File: src/rtl/foc_mul_pipe.sv
// foc_mul_pipe: STAGES-deep pipelined multiplier a*b with per-operand
// signedness, round-half-up right shift by SHIFT, and output narrowing.
// Valid/ready with whole-pipeline stall and a sideband tag.
// Optional feature macro FOC_MUL_SAT_EN: when defined the shifted value is
// clamped to OUT_WIDTH and sat/sat_count report it; when undefined the value
// wraps to its low OUT_WIDTH bits and sat/sat_count read 0.
module foc_mul_pipe #(
  parameter int A_WIDTH   = 16,
  parameter int B_WIDTH   = 17,
  parameter int A_SIGNED  = 1,
  parameter int B_SIGNED  = 0,
  parameter int STAGES    = 4,
  parameter int SHIFT     = 15,
  parameter int OUT_WIDTH = 18,
  parameter int TAG_WIDTH = 4
) (
  input  logic                 clk,
  input  logic                 reset_n,
  input  logic                 ce,
  input  logic                 in_valid,
  output logic                 in_ready,
  input  logic [A_WIDTH-1:0]   a,
  input  logic [B_WIDTH-1:0]   b,
  input  logic [TAG_WIDTH-1:0] in_tag,
  output logic                 out_valid,
  input  logic                 out_ready,
  output logic [OUT_WIDTH-1:0] p,
  output logic [TAG_WIDTH-1:0] out_tag,
  output logic                 sat,
  output logic [15:0]          sat_count,
  input  logic                 sat_clr
);

  localparam int P = A_WIDTH + B_WIDTH + 2;
  localparam bit OUT_SIGNED = (A_SIGNED != 0) || (B_SIGNED != 0);

  // P+1 bits so adding the rounding constant can never overflow
  localparam logic signed [P:0] ONE   = (P+1)'(1);
  localparam logic signed [P:0] RND   = (ONE <<< SHIFT) >>> 1;
  localparam logic signed [P:0] S_MAX = (ONE <<< (OUT_WIDTH-1)) - ONE;
  localparam logic signed [P:0] S_MIN = -(ONE <<< (OUT_WIDTH-1));
  localparam logic signed [P:0] U_MAX = (ONE <<< OUT_WIDTH) - ONE;

  logic                 adv;
  logic [STAGES:1]      vld_pipe;
  logic [A_WIDTH-1:0]   a_q;
  logic [B_WIDTH-1:0]   b_q;
  logic signed [P-1:0]  prod_pipe [2:STAGES-1];
  logic [TAG_WIDTH-1:0] tag_pipe  [1:STAGES-1];

  logic signed [A_WIDTH:0] a_x;
  logic signed [B_WIDTH:0] b_x;
  logic signed [P-1:0]     a_e, b_e, prod_c;
  logic signed [P:0]       rnd_c, shf_c;
  logic [OUT_WIDTH-1:0]    p_c;
  logic                    sat_c;

  // A full output register that is not being drained stalls everything
  assign adv       = ce & ~(out_valid & ~out_ready);
  assign in_ready  = adv;
  assign out_valid = vld_pipe[STAGES];

  // One extra bit per operand makes both signednesses a plain signed multiply
  assign a_x    = (A_SIGNED != 0) ? $signed({a_q[A_WIDTH-1], a_q}) : $signed({1'b0, a_q});
  assign b_x    = (B_SIGNED != 0) ? $signed({b_q[B_WIDTH-1], b_q}) : $signed({1'b0, b_q});
  assign a_e    = P'(a_x);
  assign b_e    = P'(b_x);
  assign prod_c = a_e * b_e;

  // Round half up, then arithmetic shift (floor), giving ties toward +inf
  assign rnd_c = $signed({prod_pipe[STAGES-1][P-1], prod_pipe[STAGES-1]}) + RND;
  assign shf_c = rnd_c >>> SHIFT;

`ifdef FOC_MUL_SAT_EN
  // Clamp to the representable output range and flag it
  always_comb begin
    p_c   = shf_c[OUT_WIDTH-1:0];
    sat_c = 1'b0;
    if (OUT_SIGNED) begin
      if (shf_c > S_MAX) begin
        p_c = S_MAX[OUT_WIDTH-1:0]; sat_c = 1'b1;
      end else if (shf_c < S_MIN) begin
        p_c = S_MIN[OUT_WIDTH-1:0]; sat_c = 1'b1;
      end
    end else begin
      if (shf_c < 0) begin
        p_c = '0; sat_c = 1'b1;
      end else if (shf_c > U_MAX) begin
        p_c = U_MAX[OUT_WIDTH-1:0]; sat_c = 1'b1;
      end
    end
  end

  // Count delivered saturated results; clear wins and is not gated by ce
  always_ff @(posedge clk or negedge reset_n) begin
    if (!reset_n)
      sat_count <= '0;
    else if (sat_clr)
      sat_count <= '0;
    else if (out_valid && adv && sat && sat_count != 16'hFFFF)
      sat_count <= sat_count + 16'd1;
  end
`else
  logic unused_ok;

  // Without clamping the result simply wraps to OUT_WIDTH bits
  always_comb begin
    p_c   = shf_c[OUT_WIDTH-1:0];
    sat_c = 1'b0;
  end

  assign sat_count = '0;
  assign unused_ok = ^{sat_clr, shf_c, S_MAX, S_MIN, U_MAX, OUT_SIGNED};
`endif

  // Whole-pipeline shift on adv: operands, product, delays, final round/clamp
  always_ff @(posedge clk or negedge reset_n) begin
    if (!reset_n) begin
      vld_pipe <= '0;
      a_q      <= '0;
      b_q      <= '0;
      for (int s = 2; s < STAGES; s++) prod_pipe[s] <= '0;
      for (int s = 1; s < STAGES; s++) tag_pipe[s]  <= '0;
      p        <= '0;
      out_tag  <= '0;
      sat      <= 1'b0;
    end else if (adv) begin
      vld_pipe     <= {vld_pipe[STAGES-1:1], in_valid};
      a_q          <= a;
      b_q          <= b;
      tag_pipe[1]  <= in_tag;
      prod_pipe[2] <= prod_c;
      tag_pipe[2]  <= tag_pipe[1];
      for (int s = 3; s < STAGES; s++) begin
        prod_pipe[s] <= prod_pipe[s-1];
        tag_pipe[s]  <= tag_pipe[s-1];
      end
      p       <= p_c;
      out_tag <= tag_pipe[STAGES-1];
      sat     <= sat_c;
    end
  end

endmodule

File: config.mk
export PLATFORM = sky130hd
export DESIGN_NAME = foc_mul_pipe
export DESIGN_NICKNAME = d
export VERILOG_FILES = /design/src/rtl/foc_mul_pipe.sv
export SDC_FILE = /design/constraint.sdc
export NUM_CORES = 1
export LEC_CHECK = 0
export CAP_MARGIN = 15
export CORE_MARGIN = 5
export CORE_UTILIZATION = 59
export CTS_BUF_LIST = sky130_fd_sc_hd__clkbuf_4 sky130_fd_sc_hd__clkbuf_8
export DETAILED_ROUTE_END_ITERATION = 16
export GPL_TIMING_DRIVEN = 0
export PLACE_DENSITY = 0.9
export RECOVER_POWER = 50
export SYNTH_ARGS = -nofsm -noshare
export SYNTH_HDL_FRONTEND = slang
export SYNTH_SLANG_ARGS = --single-unit
File: constraint.sdc
create_clock -name clk -period 9.7 [get_ports clk]
set_input_delay 1.94 -clock clk [delete_from_list [all_inputs] [get_ports clk]]
set_output_delay 1.94 -clock clk [all_outputs]
set_load 0.005 [all_outputs]
==> impl.org <==
** Die
- Starting utilization of the core area :: 0.6030
- The region available for standard cell placement spans approximately 23000 um2.
- The die is approximately 160 um tall.
- I/O pin total :: 84
- Die width :: ~160 um
- Std-Cell Rows :: 55
- The die covers roughly 26000 um2.

** Routing
- The count of nets left with antenna violations once routing finished came out at 0.
- Summing over every cut layer, the via total after detailed routing is about 11000.
- 1st-iter DRT viols :: slightly below 1000
- In the final routed layout, each cell accounts on average for ~19 um.
- The first detailed-routing pass took 5 iterations.
- For this run, design rule violations remaining after detail routing come to 0.
- Number of vias per cell after detailed routing :: between 5 and 6
- Final routed wirelength across all metal layers :: 37430 um

** Timing
- Headroom to the max-slew limit came out at -1.095.
- Derived from the worst setup path, the maximum achievable clock frequency is 146.3 MHz.
- Worst clock skew :: around 0.025 ns
- Fin Hold WS :: between 0.4 and 0.5 ns
- Actual slew at the worst max-slew pin :: between 3 and 4 ns
- In the finished design, the share of the clock period the worst path needs comes to 0.7046.
- Max-slew violations :: approximately 110
- Setup repair after global routing left no endpoint under its margin.
- Adding up every negative setup slack in the final design gives 0 ns.
- Final-report hold violation count :: 0
- Shortest period the worst path allows :: 6.834 ns
- Worst Slack Setup Final :: ~2.9 ns
- Setup violations remaining at the end of the flow were counted as 0.

** Yosys
- For this run, the register share of the synthesized area comes to 0.1986.
- A synthesized cell averages slightly below 9 um2.
- In the post-synthesis netlist, the biggest area contributors are fa_1 (30%), dfrtp_1 (20%), nand2_1 (11%).
- Seq cells post-synth :: roughly 110
- In this run, synthesis inferred 0 flip-flops with an integrated enable.
- The mapped netlist covers about 14000 um2.
- Synthesis instantiated 56 different standard cells from the library.
- Summed over all instances, the cell type with the most area after synthesis is fa_1.
- The share of synthesized area in the top cell type comes to 0.3017.
- YS warnings :: 0
- In the synthesized netlist the dominant register cell turns out to be dfrtp_1.
- Share of async-settable or async-resettable flops after synthesis :: 1.000
- Instance count of the mapped netlist :: between 1500 and 2000

** Placement
- After legalization and detailed placement, the total HPWL measured 29510 um.
- At the end of routability-driven placement, the weighted congestion stood at about 1.0.
- Port buffer count :: 65
- Worst Setup Slack post-DPL :: just over 3 ns

** CTS
- Counting along the longest clock path gives a buffer depth of 2.
- TritonCTS built the clock tree.
- In this run the number of H-tree levels came out at 3.
- Latest clock arrival within the worst-skew pair :: 0.42 ns
- Clock-pin slew reported for the worst setup and hold paths after clock tree synthesis :: about 0.14 ns
- Clock tree synthesis found a total of roughly 110 sinks.
- Hold repair after CTS inserted 0 buffers.
- In this run, CTS created clock tree buffers numbering 9.
- In this run the post-CTS setup repair buffer count came out at 0.
- Post-CTS sizing :: 0
- Clock root buffer :: clkbuf_8

** Worst setup path
- Data on the critical path arrives at its endpoint at roughly 7 ns.
- Startpoint class of the critical path :: register
- Minimum setup slack among reg-to-reg paths :: about 2.9 ns
- The critical path goes through clkbuf_1 -> nand2_1 -> fa_1 -> inv_1 -> fa_1 -> inv_1 -> fa_1 -> inv_1 -> fa_1 -> fa_1 -> inv_1 -> fa_1 -> inv_1 -> ha_1 -> nand2_1 -> nor2_1 -> nand3_1 -> o21ai_0 -> o22ai_1 -> xor2_1 -> o21ai_0.
- For this run, the slowest stage of the critical path takes around 0.69 ns.
- The worst setup path is of the reg2reg kind.
- The worst register-to-register path begins at b_q[7].
- Crit-path most repeated cell :: fa_1
- Required time of the critical path :: between 9 and 10 ns
- Of all nets on the critical path, the largest fanout is 10.
- Counting cells, the worst reg-to-reg path comes to 21.
- STA classifies the critical path endpoint as a register.
- The largest individual stage delay along the critical path comes from the cell clkbuf_1.
- Worst reg2reg endpoint :: prod_pipe[66]

** Global routing
- Number of global-route vias before repair :: approximately 12000
- The number of antenna violations at the first check in global routing came to 0.
- Maximum number of pins on one net before global-route repair :: 59
- Total Routing Usage GR :: 0.2961
- GRT Residual Overflow :: 0
- The first global-routing pass estimated between 60000 and 70000 um of wire.

** Cells and area
- Share of cells above drive strength 1 :: 0.03979
- In the layout the commonest cells are nand2_1 (412), inv_1 (250), fa_1 (207), and2_1 (128), ha_1 (117).
- The library cell used most frequently in the layout, excluding fill and tap cells, is nand2_1.
- At the end of the flow, the number of nets in the layout was between 2000 and 2500.
- P&R area growth vs syn :: 9.465%
- Filler cell count :: 1828

** Hold path
- Worst-case hold path end point :: tag_pipe[6]
- Hold Crit Depth :: 2
- In this run the most critical hold path is launched from tag_pipe[10].
- Worst Hold Class :: reg2reg

** Outcome
- Violations in the final reports :: max-capacitance violations, max-slew violations
- Outcome :: complete, but fails checks

** Run
- Max-cap violations in this run came to 2.
-- Yosys cell counts (all sizes together) (15+ instances only) --
cell type,n
nand3,22
nand4,17
a21oi,37
buf,36
fa,207
o21ai,52
clkbuf,54
inv,250
nor2,42
ha,117
nand2,412
and2,128
dfrtp,109
xnor2,15
xor2,21
-- critical path, delay by kind of cell, from the launching register on --
family	cells	cell delay, ns
fa+ha+maj	7	3.50
compound gates	3	0.74
xor+xnor	1	0.19
simple gates	4	0.67
flops	1	0.62
buf+inv	6	0.94
-- how the worst max path moves through the flow --
| stage | endpoint | start | slack (ns) |
|---|---|---|---|
| finish | prod_pipe[66] | b_q[7] | 2.87 |
| global route | prod_pipe[20] | reset_n | 2.21 |
| CTS | prod_pipe[65] | a_q[7] | 2.99 |
| detailed placement | prod_pipe[65] | a_q[7] | 3.04 |
| global placement | a_q[0] | reset_n | 2.51 |
| floorplan | prod_pipe[65] | a_q[7] | 4.02 |
-- per-layer routing --
layer  global-route usage  part of all wire  routed length [um]  vias to the layer above
met5                    0                 0                   0                        -
met4               0.1433             0.058                2164                        0
met3              0.07188             0.097                3648                      166
met2               0.4883              0.47               17680                      603
met1               0.3681              0.37               13940                     5480
li1                     -                 -                   -                     4981
-- cell type report --
cell class	count	area [um2]	share of cell area
Timing Repair Buffer	66	648.1	0.04311
Sequential cell	109	2728	0.1814
Buffer	90	442.9	0.02946
Multi-Input combinational cell	1153	9687	0.6443
Clock inverter	7	73.82	0.004910
Inverter	250	938.4	0.06241
Tap cell	313	391.6	0.02605
Antenna cell	1	2.502	0.0001664
Clock buffer	9	123.9	0.008238
-- sequential cells by signal, indices dropped and copies added, names as in the netlist --
register and flops:
a_q 16, b_q 17, out_tag 4, p 18, prod_pipe 38, tag_pipe 12
vld_pipe 4
-- stage by stage --
step	instances	area [um2]	util
after detailed placement	1981	14860	0.6525
after global routing	1997	15030	0.6600
final	1998	15040	0.6601
after CTS	1997	15060	0.6612
after global placement	1980	14840	0.6514
after floorplan	1602	13800	-
-- cells by family (layout without fill, tap and decap cells) --
| group | count (synthesis) | after routing | synth area share |
|---|---|---|---|
| and+or+nand+nor | 659 | 659 | 0.2176 |
| buffers and inverters | 340 | 422 | 0.1006 |
| adders and majority gates | 324 | 324 | 0.4083 |
| AOI/OAI and AO/OA | 116 | 116 | 0.05101 |
| DFF | 109 | 109 | 0.1986 |
| xor gates and xnor gates | 36 | 36 | 0.02296 |
| other | 1 | 18 | 0.0002730 |
| muxes | 1 | 1 | 0.0007288 |
Power is left out: the tool's default activity adds up to more than one toggle a clock period on the data nets, which glitch-free logic cannot reach.
